### config.mk
export PLATFORM = sky130hd
export DESIGN_NAME = multi_timer_divider_flat
export DESIGN_NICKNAME = d
export VERILOG_FILES = /design/src/rtl/multi_timer_divider_pkg.sv /design/src/rtl/multi_timer_divider_if.sv /design/src/rtl/timer_div_channel.sv /design/src/rtl/multi_timer_divider.sv /design/src/flat_wrapper.sv
export SDC_FILE = /design/constraint.sdc
export NUM_CORES = 1
export LEC_CHECK = 0
export CAP_MARGIN = 40
export CORE_ASPECT_RATIO = 0.8
export CORE_MARGIN = 3
export CORE_UTILIZATION = 55
export CTS_CLUSTER_DIAMETER = 100
export DETAILED_ROUTE_END_ITERATION = 10
export GPL_ROUTABILITY_DRIVEN = 0
export GPL_TIMING_DRIVEN = 1
export PLACE_DENSITY = 0.81
export SYNTH_ARGS = -nofsm -noshare
export SYNTH_HDL_FRONTEND = slang
export SYNTH_SLANG_ARGS = --single-unit
export TNS_END_PERCENT = 50
### constraint.sdc
create_clock -name clk_in -period 6.7 [get_ports clk_in]
set_input_delay 1.34 -clock clk_in [delete_from_list [all_inputs] [get_ports clk_in]]
set_output_delay 1.34 -clock clk_in [all_outputs]
set_load 0.005 [all_outputs]
### src/rtl/multi_timer_divider_pkg.sv
// Shared constants and helpers for the multi-channel timer divider.
package multi_timer_divider_pkg;

   localparam int unsigned DEFAULT_N_CH  = 4;
   localparam int unsigned DEFAULT_CNT_W = 24;

   // Width of a channel index; never below one bit, so a single channel still has a select.
   function automatic int unsigned clog2_min1(input int unsigned n);
      return (n <= 1) ? 1 : $clog2(n);
   endfunction

endpackage

### src/rtl/multi_timer_divider_if.sv
// Control/status bundle of the multi-channel timer divider.
interface multi_timer_divider_if
   import multi_timer_divider_pkg::*;
#(
   parameter int unsigned N_CH  = DEFAULT_N_CH,
   parameter int unsigned CNT_W = DEFAULT_CNT_W
);

   localparam int unsigned CH_W = clog2_min1(N_CH);

   logic              enable;
   logic              sync_clr;
   logic              div_we;
   logic [CH_W-1:0]   div_sel;
   logic [CNT_W-1:0]  div_val;
   logic [N_CH-1:0]   tick_out;
   logic [N_CH-1:0]   clk_out;

   modport master (
      output enable, sync_clr, div_we, div_sel, div_val,
      input  tick_out, clk_out
   );

   modport slave (
      input  enable, sync_clr, div_we, div_sel, div_val,
      output tick_out, clk_out
   );

endinterface

### src/rtl/timer_div_channel.sv
// One divider channel: programmable divide value, counter, tick pulse and square wave.
module timer_div_channel #(
   parameter int unsigned            CNT_W       = 24,
   parameter logic [CNT_W-1:0]       DEFAULT_DIV = {CNT_W{1'b1}}
) (
   input  logic             clk_in,
   input  logic             reset,
   input  logic             enable,
   input  logic             sync_clr,
   input  logic             wr,
   input  logic [CNT_W-1:0] wdata,
   output logic             tick,
   output logic             sq
);

   logic [CNT_W-1:0] cnt_q, cnt_d;
   logic [CNT_W-1:0] div_q, div_d;
   logic             tick_q, tick_d;
   logic             sq_q, sq_d;

   // Next state; terminal count compares against the pre-edge divide value.
   always_comb begin
      cnt_d  = cnt_q;
      div_d  = wr ? wdata : div_q;
      tick_d = 1'b0;
      sq_d   = sq_q;
      if (sync_clr) begin
         cnt_d = '0;
         sq_d  = 1'b0;
      end else if (enable) begin
         if (cnt_q == div_q) begin
            cnt_d  = '0;
            tick_d = 1'b1;
            sq_d   = ~sq_q;
         end else if (cnt_q > div_q) begin
            // Divide value shrank below the count: restart silently.
            cnt_d = '0;
         end else begin
            cnt_d = cnt_q + 1'b1;
         end
      end
   end

   // State registers; reset also restores the default divide value.
   always_ff @(posedge clk_in or posedge reset) begin
      if (reset) begin
         cnt_q  <= '0;
         div_q  <= DEFAULT_DIV;
         tick_q <= 1'b0;
         sq_q   <= 1'b0;
      end else begin
         cnt_q  <= cnt_d;
         div_q  <= div_d;
         tick_q <= tick_d;
         sq_q   <= sq_d;
      end
   end

   assign tick = tick_q;
   assign sq   = sq_q;

endmodule

### src/rtl/multi_timer_divider.sv
// N_CH independent tick / square-wave clock-enable generators sharing enable and phase clear.
module multi_timer_divider
   import multi_timer_divider_pkg::*;
#(
   parameter int unsigned      N_CH        = DEFAULT_N_CH,
   parameter int unsigned      CNT_W       = DEFAULT_CNT_W,
   parameter logic [CNT_W-1:0] DEFAULT_DIV = {CNT_W{1'b1}}
) (
   input logic                   clk_in,
   input logic                   reset,
   multi_timer_divider_if.slave  bus
);

   localparam int unsigned CH_W = clog2_min1(N_CH);

   logic [N_CH-1:0] wr;
   logic [N_CH-1:0] tick_vec;
   logic [N_CH-1:0] sq_vec;

   for (genvar i = 0; i < N_CH; i++) begin : g_ch
      // Selects at or above N_CH match no channel and are dropped.
      assign wr[i] = bus.div_we && (bus.div_sel == CH_W'(i));

      timer_div_channel #(
         .CNT_W       (CNT_W),
         .DEFAULT_DIV (DEFAULT_DIV)
      ) u_ch (
         .clk_in   (clk_in),
         .reset    (reset),
         .enable   (bus.enable),
         .sync_clr (bus.sync_clr),
         .wr       (wr[i]),
         .wdata    (bus.div_val),
         .tick     (tick_vec[i]),
         .sq       (sq_vec[i])
      );
   end

   assign bus.tick_out = tick_vec;
   assign bus.clk_out  = sq_vec;

endmodule
### src/flat_wrapper.sv
// flat-port wrapper written by rule: the top's interface ports become plain ports
module multi_timer_divider_flat import multi_timer_divider_pkg::*;
#(
   parameter int unsigned      N_CH        = DEFAULT_N_CH,
   parameter int unsigned      CNT_W       = DEFAULT_CNT_W,
   parameter logic [CNT_W-1:0] DEFAULT_DIV = {CNT_W{1'b1}}
)
  (clk_in, reset, bus_enable, bus_sync_clr, bus_div_we, bus_div_sel, bus_div_val, bus_tick_out, bus_clk_out);
  multi_timer_divider_if #(.N_CH(N_CH), .CNT_W(CNT_W)) bus_i ();
  input logic clk_in;
  input logic reset;
  input wire logic [$bits(bus_i.enable)-1:0] bus_enable;
  input wire logic [$bits(bus_i.sync_clr)-1:0] bus_sync_clr;
  input wire logic [$bits(bus_i.div_we)-1:0] bus_div_we;
  input wire logic [$bits(bus_i.div_sel)-1:0] bus_div_sel;
  input wire logic [$bits(bus_i.div_val)-1:0] bus_div_val;
  output wire logic [$bits(bus_i.tick_out)-1:0] bus_tick_out;
  output wire logic [$bits(bus_i.clk_out)-1:0] bus_clk_out;
  assign bus_i.enable = bus_enable;
  assign bus_i.sync_clr = bus_sync_clr;
  assign bus_i.div_we = bus_div_we;
  assign bus_i.div_sel = bus_div_sel;
  assign bus_i.div_val = bus_div_val;
  assign bus_tick_out = bus_i.tick_out;
  assign bus_clk_out = bus_i.clk_out;
  multi_timer_divider #(.N_CH(N_CH), .CNT_W(CNT_W), .DEFAULT_DIV(DEFAULT_DIV)) u_core (.clk_in(clk_in), .reset(reset), .bus(bus_i));
endmodule
# Word-level counts from Yosys, hierarchy flattened
# Cells that the tools add are included.
[classes] n_addsub=4 order_cmp=4 eq_ne=7 n_mux=40 n_bitwise=4 n_reduce_logical=14
[op_table] operator="two-way mux 24 bit" count=16
[op_table] operator="adder 24 x 1 -> 24 bit (second input constant)" count=4
[op_table] operator="equality test 24 bit" count=4
[op_table] operator="greater-than comparator 24 bit" count=4
[op_table] operator="two-way mux 1 bit" count=24
[op_table] operator="nonzero test 2 bit" count=5
[op_table] operator="AND reduction 2 bit" count=4
[op_table] operator="equality test 2 bit (second input constant)" count=2
[op_table] operator="logical AND 1 bit" count=4
[op_table] operator="NOT 1 bit" count=4
[op_table] operator="equality test 2 x 1 -> 1 bit (second input constant)" count=1
[op_table] operator="logical NOT 2 bit" count=1
[totals] ff_bits=200 in_bits=31 output_inout_bits=8 elab_cells=89

# Depth between registers and ports, before layout
[logic_depth] depth_word=5 depth_mapped=11 depth_no_buf=9

# Cells and area by module
# Synthesis repeated with hierarchy kept, for this count alone.
[hier_totals] cells_unflattened=1290 area_unflattened_um2=11798.8
[modules_own_cells] mod="timer_div_channel at u_core.g_ch[0].u_ch ..." n_inst=3 cells_each=319 area_each_um2=2927.8 seq_area_each_um2=1281.2
[modules_own_cells] mod="timer_div_channel at u_core.g_ch[1].u_ch" n_inst=1 cells_each=329 area_each_um2=2977.9 seq_area_each_um2=1281.2
[modules_own_cells] mod="multi_timer_divider" n_inst=1 cells_each=4 area_each_um2=37.5 seq_area_each_um2=0.0

# Worst setup path after synthesis
# OpenSTA, ideal clock, no wires.
[synth_path] path_kind="input-to-reg" start="in bus_sync_clr" end="reg u_core.g_ch[0].u_ch.cnt_q[16]" setup_time_ps=64 t_arrival_ps=2779 required_time_ps=6636 slack_ps=3857 cell_stages=8 path_buffers=2 cell_sequence="nand2b_1 buf_4 a2111oi_4 nand4_2 or2_1 buf_2 nor3b_2 a21o_1"
[synth_between] elab_chain_len=1 word_cells_on_any_way=2 classes_between="mux (1); reduce/logical (1)"
[synth_lines] item="start: declaration" line_no="flat_wrapper.sv:13" text="input wire logic [$bits(bus_i.sync_clr)-1:0] bus_sync_clr;"
[synth_lines] item="two-way mux 24 bit / nonzero test 2 bit (equally long branches)"
[synth_lines] item="end signal: assignment" line_no="timer_div_channel.sv:52" text="cnt_q <= cnt_d;"
[synth_lines] item="end: declaration" line_no="timer_div_channel.sv:16" text="logic [CNT_W-1:0] cnt_q, cnt_d;"
# Parallel ways exist; a longest one is shown, timed or not.
# A chain may end at the register's enable or synchronous reset.

# Worst setup path after layout
[layout_path] start="in bus_sync_clr" end="reg u_core.g_ch[2].u_ch.cnt_q[23]"
[layout_between] elab_chain_len=1 word_cells_on_any_way=2 classes_between="mux (1); reduce/logical (1)"
[layout_lines] item="two-way mux 24 bit / nonzero test 2 bit (equally long branches)"
[layout_lines] item="end signal: assignment" line_no="timer_div_channel.sv:52"
[layout_lines] item="end: declaration" line_no="timer_div_channel.sv:16"
# Parallel ways exist; a longest one is shown, timed or not.

==> impl_metrics.csv <==
group,metric,value,unit
floorplanning,rows,46,
sta,setup_slack,2780,ps
synth,ys_warn_count,0,
cts,cts_tree,"yes",
power_and_ir_drop,power_leakage,5.78,nW
synth,yosys.area_share.simple,17.3,%
synth,yosysSeqAreaShare,44.1,%
detailed_routing,drt-total-wl,27900,um
worst_setup_path,cp-start-kind,"input pin",
detailed_routing,drc,0,
worst_setup_path,max_stage_delay,740,ps
synth,synth_top_family_by_area,"simple AND/OR/NAND/NOR gates",
sta,whs,507,ps
power_and_ir_drop,p_clk_share,35.1,%
layout,drive_above_1_share,18.5,%
detailed_routing,top_layer_used,"met4",
cts,cts_buffers,17,
sta,tightest_slew,816,ps
cts,root_buffer,"clkbuf_16",
synth,synthDistinctLibCells,57,
sta,drv_slew,0,
synth,synth_area_leaders,"dfrtp_1 (22%), dfstp_2 (22%), ha_1 (11%)",
cts,cts-resized-gates,0,
synth,syn_avg_cell_area,9.76,um2
sta,clock_skew,10.9,ps
floorplanning,io_pins,39,
detailed_routing,wl_met2,13200,um
place,pre_cts_slack,2360,ps
layout,synthToLayoutAreaGrowth,9.96,%
synth,synth_edf_count,0,
sta,max_freq,0.255,GHz
layout,seq_area,5120,um2
power_and_ir_drop,internal_power,2.18,mW
detailed_routing,drtPass1Iterations,5,
power_and_ir_drop,switching_share,26.6,%
sta,hold_viol_final,0,
detailed_routing,wire_per_inst,18.8,um
layout,fin_nets,1338,
place,dp_hpwl,19200,um
power_and_ir_drop,p_per_area,233,nW/um2
synth,syn-instance-count,1190,
layout,multi_input_area,5830,um2
sta,rsz0062_at_grt,"false",
cts,clock_latency,440,ps
power_and_ir_drop,irDropWorstVdd,0.152,mV
power_and_ir_drop,comb_power_share,15.4,%
power_and_ir_drop,switchingPower,0.790,mW
run,cap_violations,0,
detailed_routing,met3_length,1510,um
floorplanning,start_util,57.4,%
floorplanning,die_w,169,um
layout,layout_commonest_cell,"nand2_1",
worst_setup_path,end_kind,"flop",
global_routing,grt_pass1_wl,45900,um
layout,final_cell_mix,"nand2_1 (134), inv_1 (107), dfrtp_1 (104)",
synth,ys_ff_latch,200,
synth,synth.top_cell.area_share,22.4,%
worst_setup_path,worstPathRequired,7080,ps
synth,synth_ff_type,"dfrtp_1",
worst_setup_path,slowest_stage,"nor2_4",
detailed_routing,via_per_inst,6.07,
global_routing,grt-ovfl-total,0,
layout,antenna_cells,0,
worst_setup_path,crit_fanout,27,
floorplanning,die_area,22900,um2
hold_path,hold_path.class,"reg2reg",
cts,cts_hold_buf,0,
synth,yosys.area.top_type,"dfrtp_1",
cts,path_clk_slew,70,ps
detailed_routing,drt.antenna.violating_nets,0,
floorplanning,die_h,136,um
synth,async_flop_share,100,%
global_routing,grt_usage,25.3,%
worst_setup_path,crit_arrival,4290,ps
floorplanning,core-area,20300,um2
synth,synth.area.mux_share,8.71,%
detailed_routing,drt_iter0_drc,718,
synth,synth_fa_ha_area_share,10.8,%
worst_setup_path,setup.worst_path.class,"in2reg",
cts,htreeDepth,4,
layout,nFillCells,1639,
global_routing,grt_pass1_vias,8863,
detailed_routing,wl_met1,12500,um
global_routing,grt_antenna_before_repair,0,
synth,syn_nets,1321,
place,buffer_ports.inserted,38,
outcome,status,"finished clean",
sta,setup_viol,0,
power_and_ir_drop,total_power,2.97,mW
layout,utilization,63.1,%
detailed_routing,vias,9002,
cts,post-cts-setup-buffers,0,
cts,clockBufferDepth,2,
cts,cts_sinks,200,
sta,final.min_clock_period,3920,ps
synth,synth_area,11600,um2
sta,finalCritPeriodShare,58.5,%
synth,synth_compound_area_share,12.1,%
sta,relSlewSlack,45.1,%
synth,synth-xor-area-share,1.28,%
sta,tns,0,ps
global_routing,grt_max_degree,108,
worst_setup_path,path_cells,"clkdlybuf4s50_1 -> nand2b_1 -> nor2_1 -> nand4_1 -> nor2_4 -> and3_1 -> a221o_1",
power_and_ir_drop,seqPwrFrac,49.5,%
[state kept, by name, indices dropped and copies added (netlist names)]
| register | count |
|---|---|
| u_core.g_ch.u_ch.cnt_q | 96 |
| u_core.g_ch.u_ch.sq | 4 |
| u_core.g_ch.u_ch.div_q | 96 |
| u_core.g_ch.u_ch.tick | 4 |
[routing by layer]
metal	global-route usage, %	up-vias
li1	-	4253
met1	34.5	4431
met2	41.0	272
met3	5.06	46
met4	7.77	0
met5	0	-
[power groups by stage]
stage               registers, mW  clock network (mW)  logic (mW)
floorplan                    1.47                   0       0.331
CTS                          1.47                1.06       0.460
finish                       1.47                1.04       0.457
detailed placement           1.49                   0       0.455
global route                 1.49                1.11       0.517
global placement             1.48                   0       0.423
[critical path: cells and delay by family]
kind                   cells  cell delay, ps
buffers and inverters      1             540
and+or+nand+nor            5            2300
AOI/OAI and AO/OA          1             100
[path summary, 6_finish.rpt]
path / slack [ps] / end / cells after the start / startpoint
worst min register to register: 510 / u_core.g_ch[0].u_ch.div_q[21] / 2 / u_core.g_ch[0].u_ch.div_q[21]
max in group asynchronous: 3920 / u_core.g_ch[3].u_ch.cnt_q[1] / 4 / reset
worst max-delay path: 2780 / u_core.g_ch[2].u_ch.cnt_q[23] / 7 / bus_sync_clr
min in group asynchronous: 1280 / u_core.g_ch[2].u_ch.cnt_q[3] / 2 / reset
worst max register to register: 3250 / u_core.g_ch[2].u_ch.cnt_q[23] / 9 / u_core.g_ch[2].u_ch.div_q[13]
worst min-delay path: 510 / u_core.g_ch[0].u_ch.div_q[21] / 2 / u_core.g_ch[0].u_ch.div_q[21]
[cells in the mapped netlist, types with 3 or more instances]
library cell,count
a22o_1,8
buf_2,7
nand3b_1,7
clkbuf_1,23
dfstp_2,96
inv_1,108
ha_1,100
or3_1,15
a31oi_1,25
dfrtp_1,104
nand4_1,32
nor4_1,9
o31ai_1,9
xnor2_1,7
and3_1,30
buf_6,3
nand2b_1,6
a21oi_1,77
mux2_2,73
o211ai_1,4
a21o_1,14
mux2i_1,19
nor3_1,16
o21ai_0,44
nand2_1,134
xor2_1,10
buf_4,14
and2_1,7
nor3_2,3
nor2_1,49
o31a_1,4
and4_1,6
nor2b_1,7
o21ai_1,24
nand3_1,60
a221o_1,6
[cell type report]
class,count,share of cell area [%]
flip-flops and latches,200,40.1
inverters,108,3.23
clock inverters,10,0.920
repair buffers,47,3.78
clock buffers,22,3.71
well taps,264,2.59
multi-input cells,833,45.7
[stage by stage]
step	std cells	instance area, um2
final	1484	12800
after global routing	1484	12800
after CTS	1484	12800
after detailed placement	1452	12200
after global placement	1449	12100
after floorplan	1190	11600
[cell families after synthesis]
family                     after synthesis
and+or+nand+nor                        395
AOI/OAI and AO/OA                      229
DFF                                    200
buffers and inverters                  157
adders and majority gates              100
muxes                                   92
xor gates and xnor gates                17
No activity file was read; power rests on OpenSTA's default activity.
